===== src/rtl/imem_fetch_pkg.sv =====
// Shared definitions for the instruction fetch buffer.
// Latency: n/a (types, defaults and helpers only).
// Backpressure: n/a.
package imem_fetch_pkg;

    localparam int DEPTH_DEFAULT = 2;
    localparam int AW_DEFAULT    = 32;
    localparam int DW_DEFAULT    = 32;

    // Width of a counter that must represent 0..depth inclusive.
    function automatic int cnt_width(input int depth);
        return $clog2(depth + 1);
    endfunction

    typedef struct packed {
        logic [DW_DEFAULT-1:0] data;
    } imem_resp_t;

endpackage


===== src/rtl/imem_fetch_fifo.sv =====
// Response FIFO: DEPTH x DW storage with push/pop/flush, occupancy count, head data.
// Latency: 1 cycle push -> head visible; head data is read straight from storage.
// Backpressure: none internally; the caller must never push when full unless popping.
//
// Ports: clk/rst (sync active-high), push/push_data, pop, flush (empties next cycle,
// overrides push/pop), count (0..DEPTH), head_data (valid when count != 0).
module imem_fetch_fifo
    import imem_fetch_pkg::*;
#(
    parameter int DEPTH = DEPTH_DEFAULT,
    parameter int DW    = DW_DEFAULT
) (
    input  logic                          clk,
    input  logic                          rst,
    input  logic                          push,
    input  logic [DW-1:0]                 push_data,
    input  logic                          pop,
    input  logic                          flush,
    output logic [cnt_width(DEPTH)-1:0]   count,
    output logic [DW-1:0]                 head_data
);

    localparam int CW = cnt_width(DEPTH);
    localparam int PW = (DEPTH > 1) ? $clog2(DEPTH) : 1;

    logic [DW-1:0] mem [DEPTH];
    logic [PW-1:0] rd_ptr;
    logic [PW-1:0] wr_ptr;

    // Pointers wrap explicitly so non-power-of-two depths work too.
    function automatic logic [PW-1:0] ptr_next(input logic [PW-1:0] ptr);
        return (ptr == PW'(DEPTH - 1)) ? '0 : ptr + PW'(1);
    endfunction

    always_ff @(posedge clk) begin
        if (rst || flush) begin
            rd_ptr <= '0;
            wr_ptr <= '0;
            count  <= '0;
        end else begin
            if (push) begin
                wr_ptr <= ptr_next(wr_ptr);
            end
            if (pop) begin
                rd_ptr <= ptr_next(rd_ptr);
            end
            count <= count + CW'(push) - CW'(pop);
        end
    end

    // Storage carries no reset; entries are only read once count says they are valid.
    always_ff @(posedge clk) begin
        if (push && !flush && !rst) begin
            mem[wr_ptr] <= push_data;
        end
    end

    assign head_data = mem[rd_ptr];

endmodule


===== src/rtl/imem_fetch_buffer.sv =====
// Fetch buffer between F stage and variable-latency imem: credit-limited requests, in-order response FIFO, squash discard.
// Latency: request passes through combinationally; response reaches proc 1 cycle after mem (0 cycles with bypass).
// Backpressure: proc_req_rdy drops when inflight+buffered reaches DEPTH, on mem stall or squash; mem responses never stalled.
//
// Ports: clk/rst (sync active-high); proc_req_* fetch PC in; proc_resp_* instruction out;
// squash drops all outstanding/buffered fetches; mem_req_* to memory; mem_resp_* from memory.
// Build option: define IMEM_FETCH_BYPASS_EN to forward a response straight to the
// processor in the same cycle when nothing is buffered and nothing is being dropped.
module imem_fetch_buffer
    import imem_fetch_pkg::*;
#(
    parameter int DEPTH = DEPTH_DEFAULT,
    parameter int AW    = AW_DEFAULT,
    parameter int DW    = DW_DEFAULT
) (
    input  logic          clk,
    input  logic          rst,
    input  logic          proc_req_val,
    output logic          proc_req_rdy,
    input  logic [AW-1:0] proc_req_addr,
    output logic          proc_resp_val,
    input  logic          proc_resp_rdy,
    output logic [DW-1:0] proc_resp_data,
    input  logic          squash,
    output logic          mem_req_val,
    input  logic          mem_req_rdy,
    output logic [AW-1:0] mem_req_addr,
    input  logic          mem_resp_val,
    input  logic [DW-1:0] mem_resp_data
);

    localparam int CW = cnt_width(DEPTH);

    logic [CW-1:0] inflight;
    logic [CW-1:0] drop;
    logic [CW-1:0] count;
    logic [DW-1:0] head_data;
    logic [CW:0]   outstanding;
    logic          credit;
    logic          fire;
    logic          resp_keep;
    logic          fifo_push;
    logic          fifo_pop;

    // One extra bit so inflight+count never wraps before the compare.
    assign outstanding  = {1'b0, inflight} + {1'b0, count};
    assign credit       = outstanding < (CW+1)'(DEPTH);

    assign mem_req_val  = proc_req_val & credit & ~squash;
    assign mem_req_addr = proc_req_addr;
    assign proc_req_rdy = credit & mem_req_rdy & ~squash;
    assign fire         = proc_req_val & proc_req_rdy;

    // A response is kept only if it belongs to a live fetch: not owed to an earlier
    // squash, and not arriving in the squash cycle itself.
    assign resp_keep    = mem_resp_val & ~squash & (drop == '0);
    assign fifo_pop     = (count != '0) & proc_resp_rdy;

`ifdef IMEM_FETCH_BYPASS_EN
    logic bypass_vld;
    assign bypass_vld     = resp_keep & (count == '0);
    assign proc_resp_val  = (count != '0) | bypass_vld;
    assign proc_resp_data = (count != '0) ? head_data : mem_resp_data;
    // A bypassed response that the processor takes now must not also be buffered.
    assign fifo_push      = resp_keep & ~(bypass_vld & proc_resp_rdy);
`else
    assign proc_resp_val  = (count != '0);
    assign proc_resp_data = head_data;
    assign fifo_push      = resp_keep;
`endif

    always_ff @(posedge clk) begin
        if (rst) begin
            inflight <= '0;
            drop     <= '0;
        end else begin
            case ({fire, mem_resp_val})
                2'b10:   inflight <= inflight + CW'(1);
                2'b01:   inflight <= inflight - CW'(1);
                default: inflight <= inflight;
            endcase
            // inflight already includes anything an earlier squash is still dropping,
            // so on a new squash every remaining in-flight response becomes a drop.
            if (squash) begin
                drop <= inflight - CW'(mem_resp_val);
            end else if (mem_resp_val && (drop != '0)) begin
                drop <= drop - CW'(1);
            end
        end
    end

    imem_fetch_fifo #(
        .DEPTH (DEPTH),
        .DW    (DW)
    ) u_fifo (
        .clk       (clk),
        .rst       (rst),
        .push      (fifo_push),
        .push_data (mem_resp_data),
        .pop       (fifo_pop),
        .flush     (squash),
        .count     (count),
        .head_data (head_data)
    );

`ifndef SYNTHESIS
    // Memory must never answer a fetch that was not issued.
    always_ff @(posedge clk) begin
        if (!rst && mem_resp_val) begin
            assert (inflight != '0) else $error("imem_fetch_buffer: mem response with nothing in flight");
        end
    end
`endif

endmodule


===== config.mk =====
export PLATFORM = sky130hd
export DESIGN_NAME = imem_fetch_buffer
export DESIGN_NICKNAME = d
export VERILOG_FILES = /design/src/rtl/imem_fetch_pkg.sv /design/src/rtl/imem_fetch_fifo.sv /design/src/rtl/imem_fetch_buffer.sv
export SDC_FILE = /design/constraint.sdc
export NUM_CORES = 1
export LEC_CHECK = 0
export CORE_ASPECT_RATIO = 1.5
export CORE_UTILIZATION = 26
export DETAILED_ROUTE_END_ITERATION = 8
export PLACE_DENSITY = 0.66
export SETUP_SLACK_MARGIN = 0.05
export SLEW_MARGIN = 10
export SYNTH_ARGS = -nofsm -noshare
export SYNTH_HDL_FRONTEND = slang
export SYNTH_HIERARCHICAL = 1
export SYNTH_SLANG_ARGS = --single-unit

===== constraint.sdc =====
create_clock -name clk -period 8 [get_ports clk]
set_clock_uncertainty 0.2 [all_clocks]
set_input_delay 1.6 -clock clk [delete_from_list [all_inputs] [get_ports clk]]
set_output_delay 1.6 -clock clk [all_outputs]
set_load 0.01 [all_outputs]

==> flow_metrics.py <==
metrics = {
    "cells_and_area": {
        "drive_above_1_share": 0.2208,
        "n_antenna_cell": 0,
        "fin_nets": 312,
        "areaGrowthSynthToFinish_pct": 28.72,
    },
    "worst_hold_path": {
        "worstHoldPathType": "reg2reg",
    },
    "timing": {
        "max_freq_mhz": 199.0,
        "finalMaxSlewViolations": 0,
        "fin_crit_sh": 0.6282,
        "tightest_slew_ns": 1.101,
        "setup_viol_count_final": 0,
        "whs_ns": 0.3554,
        "slew_headroom": 0.2663,
        "tns_ns": 0,
        "rsz0062_at_grt": "no",
        "hold_viol": 0,
        "fin_crit_ns": 5.025,
    },
    "floorplan": {
        "ios": 138,
        "die_width_um": 92.80,
        "fp.coreArea_sq_um": 12020,
        "row_count": 49,
        "die_h_um": 138.2,
        "initial_utilization": 0.2676,
        "dieArea_sq_um": 12830,
    },
    "detailed_routing": {
        "drt_iter0_markers": 39,
        "drc_errors": 0,
        "vias_per_cell": 4.074,
        "via_count": 1601,
        "antenna_left": 0,
        "firstDrtPassIters": 4,
        "drt_wl_total_mm": 5.395,
        "wl_per_cell_um": 13.73,
    },
    "worst_setup_path": {
        "cp_max_fo": 12,
        "cp.required_ns": 6.20,
        "path_class": "in2out",
        "end_kind": "output port",
        "crit_path_start_kind": "input pin",
        "cp.arrival_ns": 3.23,
    },
    "placement": {
        "dpl.hpwl_mm": 3.618,
        "portBuffers": 73,
        "globalplace.congestion": 0.6692,
    },
    "grt": {
        "grt_first_pass_wirelength_mm": 8.335,
        "overflow": 0,
        "grt_pass1_vias": 1724,
        "grt_max_degree": 33,
        "grtUsageTotal": 0.08769,
        "antenna_found_initial": 0,
    },
    "logic_synthesis": {
        "syn_inst": 186,
        "synthesis.area_sq_um": 3216,
        "synth_fp_nets": 263,
        "yosysUniqueCellTypes": 28,
        "syn_avg_cell_area_sq_um": 17.29,
        "yosysSeqAreaShare": 0.6537,
        "synthArstFlopShare": 0,
        "netlist_top_cells_area": "edfxtp_1 (60%), mux2_4 (14%), buf_4 (7.5%)",
        "synth-seq-cells": 73,
        "ys.flop_type": "edfxtp_1",
        "synth_edf_count": 64,
        "yosysMostFrequentCell": "edfxtp_1",
        "yosys.area.top_type": "edfxtp_1",
        "yosysTopAreaCellShare": 0.5977,
        "ys_top_cells_by_count": "edfxtp_1 (64), buf_4 (32), mux2_4 (30)",
        "yosys_warnings": 6,
    },
    "status": {
        "status": "completed",
    },
    "clock_network": {
        "cts_tree": "yes",
        "cts_sinks": 73,
        "cts_setup_buffers": 0,
        "cts.clk_slew.worst_paths_ns": 0.06,
        "hold_buffers": 0,
        "clock_path_buffers": 2,
        "root_buffer": "clkbuf_16",
        "cts_resized": 0,
        "htreeDepth": 3,
        "cts_buffers": 9,
        "worstSkewPairLatency_ns": 0.32,
    },
    "power": {
        "powerDensity_nw_per_um2": 212.3,
        "leakage_uw": 0.001435,
        "ir_drop_mv": 0.1081,
    },
    "flow_run": {
        "drv_cap": 0,
    },
}
sequential cells by signal, indices dropped and copies added (netlist names), named ones only:
signal,flops
u_fifo/mem,64
inflight,2
u_fifo/rd_ptr,1
u_fifo/count,2
drop,2
u_fifo/wr_ptr,1
per-layer routing:
layer / vias up / share of wire / global-route usage
li1: 744 / - / -
met1: 769 / 0.37 / 0.08357
met2: 64 / 0.53 / 0.1533
met3: 24 / 0.077 / 0.03410
met4: 0 / 0.027 / 0.05668
met5: - / 0 / 0
stage by stage:
stage	setup slack, ns	util	cell area [sq um]	power, uW	cells
after floorplan	2.280	-	3216	479.3	186
after global placement	2.965	0.3198	3842	497.3	377
after detailed placement	2.954	0.3198	3842	499.9	377
after CTS	2.957	0.3444	4139	893.7	393
after global routing	2.848	0.3444	4139	916.4	393
final	2.975	0.3444	4139	878.6	393
final cells by class:
type,instances,area (sq um)
clock buffer,10,229.0
inverter,5,18.77
sequential,73,2103
fill,1166,7878
timing repair buffer,74,738.2
multi-input combinational,72,790.8
clock inverter,6,67.56
tap,153,191.4
worst max-delay path, cell delays in order:
cell	delay, ns
clkdlybuf4s50_1	0.62
nor3_1	0.29
and2_1	0.17
clkdlybuf4s50_1	0.54
where the power goes:
part / total (uW) / internal (uW) / switching, uW
Sequential: 427 / 421 / 5.65
Combinational: 64.2 / 41.0 / 23.1
Clock: 387 / 242 / 145
cell families after synthesis:
group           Yosys count  share of synthesized area
compound gates            6                    0.01167
xor+xnor                  7                    0.02335
fa+ha+maj                 6                    0.02568
buf+inv                  41                     0.1027
flops                    73                     0.6537
mux                      32                     0.1471
simple gates             21                    0.03580
worst paths after layout:
check                                           startpoint  slack, ns  depth (start not counted)                       end
worst min register to register  u_fifo/rd_ptr$_SDFFE_PP0P_       0.36                          2                  register
worst max-delay path                                squash       2.97                          4              proc_req_rdy
worst max register to register    inflight[0]$_SDFFE_PP0P_       5.50                          8  inflight[1]$_SDFFE_PP0P_
worst min-delay path            u_fifo/rd_ptr$_SDFFE_PP0P_       0.36                          2                  register
cell usage in the layout (no fill, tap or decap), types with 3 or more instances in the layout:
master,count
clkdlybuf4s50_1,73
edfxtp_1,64
mux2_4,30
clkbuf_16,9
dfxtp_1,8
inv_1,5
nor3_1,5
xnor2_1,5
ha_1,5
and2_1,4
nor2_1,3
(Power assumes the default switching activity.)
